**config.mk**
```make
export PLATFORM = sky130hd
export DESIGN_NAME = nibble_serial_subtractor_flat
export DESIGN_NICKNAME = d
export VERILOG_FILES = /design/src/rtl/nibble_serial_subtractor_if.sv /design/src/rtl/nibble_serial_subtractor.sv /design/src/flat_wrapper.sv
export SDC_FILE = /design/constraint.sdc
export NUM_CORES = 1
export LEC_CHECK = 0
export ABC_AREA = 1
export CORE_MARGIN = 5
export CORE_UTILIZATION = 35
export CTS_CLUSTER_SIZE = 10
export DETAILED_ROUTE_END_ITERATION = 8
export HOLD_SLACK_MARGIN = 0.03
export PLACE_DENSITY = 0.71
export SLEW_MARGIN = 5
export SYNTH_ARGS = -nofsm -noshare
export SYNTH_HDL_FRONTEND = slang
export SYNTH_SLANG_ARGS = --single-unit
```
**constraint.sdc**
```tcl
create_clock -name clk -period 4.85 [get_ports clk]
set_input_delay 0.97 -clock clk [delete_from_list [all_inputs] [get_ports clk]]
set_output_delay 0.97 -clock clk [all_outputs]
set_load 0.01 [all_outputs]
```
**src/rtl/nibble_serial_subtractor_if.sv**
```systemverilog
// Handshake/bus bundle for nibble_serial_subtractor.
// master: operand producer / result consumer; slave: the subtractor.
interface nibble_serial_subtractor_if #(
    parameter int unsigned WIDTH = 32
);
    logic             in_valid;
    logic             in_ready;
    logic [WIDTH-1:0] a;
    logic [WIDTH-1:0] b;
    logic             bin;
    logic             out_valid;
    logic             out_ready;
    logic [WIDTH-1:0] diff;
    logic             bout;
    logic             ovf;

    modport master (
        output in_valid, a, b, bin, out_ready,
        input  in_ready, out_valid, diff, bout, ovf
    );

    modport slave (
        input  in_valid, a, b, bin, out_ready,
        output in_ready, out_valid, diff, bout, ovf
    );
endinterface

```
**src/rtl/nibble_serial_subtractor.sv**
```systemverilog
// Multi-cycle subtractor: diff = a - b - bin, one 4-bit nibble per clock,
// LSB nibble first, through a 4-cell full-adder chain (a + ~b + ~borrow).
// Optional macro SUB_SAT_EN: saturate diff on signed overflow.
module nibble_serial_subtractor #(
    parameter int unsigned WIDTH = 32
) (
    input  logic                      clk,
    input  logic                      rst_n,
    nibble_serial_subtractor_if.slave bus
);
    localparam int unsigned NIBBLES = WIDTH / 4;
    localparam int unsigned CNT_W   = (NIBBLES > 1) ? $clog2(NIBBLES) : 1;
    localparam logic [CNT_W-1:0] LAST_CNT = CNT_W'(NIBBLES - 1);

    typedef enum logic [1:0] {
        IDLE,
        RUN,
        DONE
    } state_t;

    state_t           state_q, state_d;
    logic [WIDTH-1:0] a_q, a_d;
    logic [WIDTH-1:0] b_q, b_d;
    logic             borrow_q, borrow_d;
    logic [CNT_W-1:0] cnt_q, cnt_d;
    logic [WIDTH-1:0] diff_q, diff_d;
    logic             bout_q, bout_d;
    logic             ovf_q, ovf_d;

    logic [3:0]       a_nib, nb_nib, nib_sum;
    logic [4:0]       carry;
    logic             nib_borrow;
    logic [WIDTH-1:0] diff_new;
    logic             ovf_new;

    // Current nibble through the full-adder chain; carry-in is the inverted borrow.
    always_comb begin
        a_nib    = a_q[{cnt_q, 2'b00} +: 4];
        nb_nib   = ~b_q[{cnt_q, 2'b00} +: 4];
        carry    = '0;
        nib_sum  = '0;
        carry[0] = ~borrow_q;
        for (int unsigned i = 0; i < 4; i++) begin
            nib_sum[i]   = a_nib[i] ^ nb_nib[i] ^ carry[i];
            carry[i + 1] = (a_nib[i] & nb_nib[i]) | (carry[i] & (a_nib[i] ^ nb_nib[i]));
        end
        nib_borrow = ~carry[4];
        diff_new   = diff_q;
        diff_new[{cnt_q, 2'b00} +: 4] = nib_sum;
        ovf_new    = (a_q[WIDTH-1] != b_q[WIDTH-1]) && (diff_new[WIDTH-1] != a_q[WIDTH-1]);
    end

    // Next-state and datapath updates for IDLE -> RUN -> DONE -> IDLE.
    always_comb begin
        state_d  = state_q;
        a_d      = a_q;
        b_d      = b_q;
        borrow_d = borrow_q;
        cnt_d    = cnt_q;
        diff_d   = diff_q;
        bout_d   = bout_q;
        ovf_d    = ovf_q;
        unique case (state_q)
            IDLE: begin
                if (bus.in_valid) begin
                    a_d      = bus.a;
                    b_d      = bus.b;
                    borrow_d = bus.bin;
                    cnt_d    = '0;
                    state_d  = RUN;
                end
            end
            RUN: begin
                diff_d   = diff_new;
                borrow_d = nib_borrow;
                cnt_d    = cnt_q + 1'b1;
                if (cnt_q == LAST_CNT) begin
                    bout_d  = nib_borrow;
                    ovf_d   = ovf_new;
`ifdef SUB_SAT_EN
                    if (ovf_new) begin
                        diff_d = a_q[WIDTH-1] ? {1'b1, {(WIDTH-1){1'b0}}}
                                              : {1'b0, {(WIDTH-1){1'b1}}};
                    end
`endif
                    state_d = DONE;
                end
            end
            DONE: begin
                if (bus.out_ready) begin
                    state_d = IDLE;
                end
            end
            default: state_d = IDLE;
        endcase
    end

    // State and datapath registers; reset aborts any operation in flight.
    always_ff @(posedge clk or negedge rst_n) begin
        if (!rst_n) begin
            state_q  <= IDLE;
            a_q      <= '0;
            b_q      <= '0;
            borrow_q <= 1'b0;
            cnt_q    <= '0;
            diff_q   <= '0;
            bout_q   <= 1'b0;
            ovf_q    <= 1'b0;
        end else begin
            state_q  <= state_d;
            a_q      <= a_d;
            b_q      <= b_d;
            borrow_q <= borrow_d;
            cnt_q    <= cnt_d;
            diff_q   <= diff_d;
            bout_q   <= bout_d;
            ovf_q    <= ovf_d;
        end
    end

    assign bus.in_ready  = (state_q == IDLE);
    assign bus.out_valid = (state_q == DONE);
    assign bus.diff      = diff_q;
    assign bus.bout      = bout_q;
    assign bus.ovf       = ovf_q;
endmodule

```
**src/flat_wrapper.sv**
```systemverilog
// flat-port wrapper written by rule: the top's interface ports become plain ports
module nibble_serial_subtractor_flat 
#(
    parameter int unsigned WIDTH = 32
)
  (clk, rst_n, bus_in_valid, bus_a, bus_b, bus_bin, bus_out_ready, bus_in_ready, bus_out_valid, bus_diff, bus_bout, bus_ovf);
  nibble_serial_subtractor_if #(.WIDTH(WIDTH)) bus_i ();
  input  logic clk;
  input  logic rst_n;
  input wire logic [$bits(bus_i.in_valid)-1:0] bus_in_valid;
  input wire logic [$bits(bus_i.a)-1:0] bus_a;
  input wire logic [$bits(bus_i.b)-1:0] bus_b;
  input wire logic [$bits(bus_i.bin)-1:0] bus_bin;
  input wire logic [$bits(bus_i.out_ready)-1:0] bus_out_ready;
  output wire logic [$bits(bus_i.in_ready)-1:0] bus_in_ready;
  output wire logic [$bits(bus_i.out_valid)-1:0] bus_out_valid;
  output wire logic [$bits(bus_i.diff)-1:0] bus_diff;
  output wire logic [$bits(bus_i.bout)-1:0] bus_bout;
  output wire logic [$bits(bus_i.ovf)-1:0] bus_ovf;
  assign bus_i.in_valid = bus_in_valid;
  assign bus_i.a = bus_a;
  assign bus_i.b = bus_b;
  assign bus_i.bin = bus_bin;
  assign bus_i.out_ready = bus_out_ready;
  assign bus_in_ready = bus_i.in_ready;
  assign bus_out_valid = bus_i.out_valid;
  assign bus_diff = bus_i.diff;
  assign bus_bout = bus_i.bout;
  assign bus_ovf = bus_i.ovf;
  nibble_serial_subtractor #(.WIDTH(WIDTH)) u_core (.clk(clk), .rst_n(rst_n), .bus(bus_i));
endmodule
```
# Yosys cells after proc, flatten, opt, wreduce, memory -nomap -nowiden
# Index checks and enable logic that the tools add are counted.
# op_classes
div_mod_pow	0
reduce_logical	7
muxes	9
addsub	2
bitwise	23
shift	4
n_mul	0
eq_ne	8
n_lt_le_gt_ge	0
# op_table
cell	n
32-bit by 6-bit variable part select with 4-bit output	2
32-bit bitwise mux	1
4-bit by 7-bit variable shift with 32-bit output, first input constant	1
4-bit by 7-bit variable part select with 32-bit output	1
1-bit bitwise AND	8
1-bit XOR	8
5-bit negation with 7-bit output	1
2-bit two-way mux	3
2-bit case mux with 3 select lines	1
3-bit case mux with 2 select lines	1
2-bit AND reduction	3
2-bit inequality test, second input constant	2
4-bit inverter	1
1-bit OR	4
3-bit by 1-bit adder with 3-bit output, second input constant	1
3-bit equality test, second input constant	1
3-bit two-way mux	1
3-bit AND reduction	1
2-bit by 1-bit equality test with 1-bit output, second input constant	1
2-bit equality test, second input constant	1
2-bit zero test	1
1-bit inequality test	2
2-bit by 1-bit inequality test with 1-bit output, second input constant	1
1-bit inverter	2
4 further kinds	4
# totals
romBits	0
ff_bits	104
mem_bits_rw	0
input_bits	69
n_memories	0
latch_bits	0

# Logic depth before layout (Yosys ltp)
# logic_depth
depth_word	14
depth_mapped	18
depth_no_buf	16

# Worst setup path before layout
# No wires, ideal clock.
# synth_timing
path_type	reg2reg
startpoint	register u_core.cnt_q[0]
endpoint	register u_core.ovf_q, in the netlist u_core.bus.ovf
t_arrival_ns	2.997
path_stages_with_launch	18
slack_ns	1.736
n_path_buf	2
period_less_slack_ns	3.114
path_cell_list	dfrtp_1 -> buf_4 -> inv_4 -> buf_2 -> nor2_1 -> o211ai_1 -> nand2_1 -> fa_1 -> inv_1 -> fa_1 -> inv_1 -> fa_1 -> fa_1 -> inv_1 -> nand3_1 -> nand3_1 -> nand3_1 -> nand2_1
# synth_between
elab_chain_cells	14
# synth_rtl
item	line	rtl
start, declared	nibble_serial_subtractor.sv:25	logic [CNT_W-1:0] cnt_q, cnt_d;
start signal, assigned	nibble_serial_subtractor.sv:114	cnt_q <= cnt_d;
32-bit by 6-bit variable part select with 4-bit output	nibble_serial_subtractor.sv:39	nb_nib = ~b_q[{cnt_q, 2'b00} +: 4];
4-bit inverter	nibble_serial_subtractor.sv:39	
1-bit XOR	nibble_serial_subtractor.sv:44, nibble_serial_subtractor.sv:45	
1-bit bitwise AND	nibble_serial_subtractor.sv:45	carry[i + 1] = (a_nib[i] & nb_nib[i]) | (carry[i] & (a_nib[i] ^ nb_nib[i]));
1-bit OR	nibble_serial_subtractor.sv:45	
1-bit bitwise AND	nibble_serial_subtractor.sv:45	
1-bit OR	nibble_serial_subtractor.sv:45	
1-bit bitwise AND	nibble_serial_subtractor.sv:45	
1-bit OR	nibble_serial_subtractor.sv:45	
1-bit XOR	nibble_serial_subtractor.sv:44	nib_sum[i] = a_nib[i] ^ nb_nib[i] ^ carry[i];
4-bit by 7-bit variable part select with 32-bit output	nibble_serial_subtractor.sv:49	diff_new[{cnt_q, 2'b00} +: 4] = nib_sum;
32-bit bitwise mux	nibble_serial_subtractor.sv:49	
1-bit inequality test	nibble_serial_subtractor.sv:50	ovf_new = (a_q[WIDTH-1] != b_q[WIDTH-1]) && (diff_new[WIDTH-1] != a_q[WIDTH-1]);
1-bit logical AND	nibble_serial_subtractor.sv:50	
end signal, assigned	nibble_serial_subtractor.sv:117	ovf_q <= ovf_d;
end, declared	nibble_serial_subtractor.sv:28	logic ovf_q, ovf_d;
# Parallel ways exist; a longest one is shown, timed or not.
# A chain may end at the register's enable or synchronous reset.

# Final worst setup path
# layout_timing
startpoint	register u_core.cnt_q[1]
endpoint	register u_core.ovf_q, in the netlist u_core.bus.ovf
# Same word-level chain as after synthesis.

==> metrics.txt <==
worst-margin pin slew ~0.97 ns; Sink Count between 100 and 150; ANT cells 0; r2r setup slk approximately 1 ns; PortBufs between 100 and 150; final hold viol count 0; syn_nets around 660; Initial Util between 30% and 40%; Hold Path Class flip-flop to flip-flop; multi-input logic area about 2000 sq um; part of the power in registers about a third; Layout area overhead 30.9%; setup violators final 0; EDFF count, synth 0; total chip power approximately 4.7 mW; Tcrit/Tclk final about 80%; distinct cell type count after synthesis 29; via count slightly above 4000; most common cell in the netlist nand2_1; Final ANT Viol Nets 0; Clock transition at path regs around 0.070 ns; Warnings, synthesis 0; final instance area roughly 6300 sq um; num ports between 100 and 150; share of cells above drive strength 1 under 10%; initial antenna violation count 0; status finished clean; CTS tree done; RSZ-0062 raised after global routing false; routed wire length ~12000 um; Avg Inst Size Synth 8.31 sq um; Resized Gates After CTS 0; vias per std cell about 4.8; cells after synthesis between 500 and 600; Core ar. ~13000 sq um; largest net degree at the start of global routing 77; CTS H-tree lvls 3; met2 GRT Util around a quarter; met1 usage 20.7%; CTS root buf clkbuf_16; Yosys reg bits 104; Starting DRT DRC Count between 200 and 250; GP Congestion around 0.85; num rows 42; Placement Cell Area ~5900 sq um; Max Root-Sink Buffers 2; Storage cell area ~2600 sq um; post-layout min period a little under 4 ns; setup_tns 0 ns; pwr/cell area 755 nW/um^2; Die X 127 um; vias in the first global route roughly 4200; GRT Total Usage between 10% and 20%; drt first pass iters 4; CP Class flip-flop to flip-flop; grt peak-use layer met2; Async S/R FF share, synth 100%; Post-Place Worst Slack between 1 and 1.5 ns; largest fanout on the critical path 25; crit start category flip-flop; Final Instance Count excl. Fillers between 800 and 900; Synth Cell Area just under 5000 sq um; Die Ht approximately 130 um; worst skew pair latency 0.35 ns; fin. max-slew vios 0; Int Pwr approximately 2.7 mW; top post-synthesis cells by area dfrtp_1 (54%), nand2_1 (20%), o21ai_0 (4.4%), nor2_1 (3.5%), o21ai_1 (2.6%); DRC viols 0; full die area roughly 16000 sq um; dominant synthesized flop cell dfrtp_1; f_max between 0.2 and 0.3 GHz; global-route wire length before repair around 20000 um; Layout Nets ~750; WL per Instance ~14 um; GRT overflow 0; post-synth top area share about 54%; Max-slew headroom 35.5%; Crit. End Element flip-flop; synth cell count leaders nand2_1 (262), dfrtp_1 (104), nor2_1 (45); Critical Path AT a little over 4 ns; M3 GR Usage 3.92%; Post-CTS Setup Inserts 0; total CTS buffers 9; Sw Ratio roughly 44%; Clk network pwr share approximately 17%; Setup WS post-layout ~0.98 ns; cts hold-fix bufs 0; sw power 2.07 mW; top cell type by total area after synthesis dfrtp_1; Critical Path RT 5.08 ns; clock skew between 0.006 and 0.007 ns; Peak VDD IR between 0.0003 and 0.0004 V; Fillers about 1300; sequential share of the synthesized area ~54%; Gate power share around half; P_leak 2.98 nW; number of max-cap violations 0; placed cells about 840; HPWL Detailed around 8700 um
cells by family after synthesis:
kind of cell,count (synthesis),synth area share (%)
adder cells (fa/ha/maj),8,2.71
buffers and inverters,49,4.85
flip-flops,104,54.2
AO/OA/AOI/OAI,89,10.1
AND/OR/NAND/NOR,328,28.1
through the flow:
step                      hold slack, ns  util, %
final                              0.485     47.1
after global routing               0.515     47.1
after CTS                          0.484     47.1
after detailed placement           0.466     44.5
after global placement             0.464     44.5
after floorplan                    0.444        -
routing by layer:
layer  wire length (um)  share of wire [%]  vias up
met5                  0                  0        -
met4                134                1.1        0
met3                769                6.4       16
met2               5490                 46      138
met1               5550                 46     1891
li1                   -                  -     2024
sequential cells by signal (all words and copies together), names as in the netlist:
register         count
u_core.bus.diff     32
u_core.b_q          32
u_core.bus.bout      1
u_core.cnt_q         3
u_core.borrow_q      1
u_core.state_q       2
u_core.a_q          32
u_core.bus.ovf       1
final cells by class:
cell class                 instances  share of cell area (%)
timing repair buffer             107                    16.9
clock inverter                     5                    1.67
inverter                          23                    1.49
tap                              176                    3.50
sequential                       104                    41.4
multi-input combinational        425                    31.3
clock buffer                      11                    3.70
final timing paths:
kind | cells past startpoint | startpoint | end
min in group asynchronous | 1 | rst_n | u_core.bus.diff[0]
max in group asynchronous | 2 | rst_n | u_core.a_q[4]
max reg2reg | 16 | u_core.cnt_q[1] | u_core.bus.ovf
min | 2 | u_core.b_q[0] | u_core.b_q[0]
max | 16 | u_core.cnt_q[1] | u_core.bus.ovf
min reg2reg | 2 | u_core.b_q[0] | u_core.b_q[0]
worst max-delay path, stage by stage, from the launching register on:
cell and delay, ns:
dfrtp_1 0.80, inv_1 0.40, o21ai_0 0.18, o22ai_1 0.09
nand2_1 0.06, nand2_1 0.08, fa_1 0.42, inv_1 0.07
fa_1 0.17, inv_1 0.05, fa_1 0.38, fa_1 0.61
inv_1 0.11, nand3_1 0.10, nand3_1 0.08, nand3_1 0.09
nand2_1 0.06
power by group through the flow:
stage | Clock (mW) | Sequential, mW | Combinational, mW
2_1_floorplan | 0 | 1.50 | 1.60
3_3_place_gp | 0 | 1.55 | 2.29
3_5_place_dp | 0 | 1.56 | 2.37
4_1_cts | 0.831 | 1.55 | 2.38
5_1_grt | 0.866 | 1.60 | 2.69
6_report | 0.818 | 1.55 | 2.37
placed cells by master (no fill, tap or decap), types with 2 or more instances in the layout:
cell	count
nor2_4	3
nand3_2	2
nand3_4	2
bufinv_16	3
clkbuf_1	2
nor2_2	2
o22ai_1	9
nor2_1	45
a21oi_1	2
clkdlybuf4s50_1	103
buf_4	4
nand2_2	4
dfrtp_1	104
ha_1	4
inv_1	15
fa_1	4
o21ai_1	25
o21ai_0	42
clkbuf_16	9
nand2_1	261
nand3_1	5
clkinvlp_4	2
o211ai_1	9
inv_2	6
(Power assumes the default switching activity.)
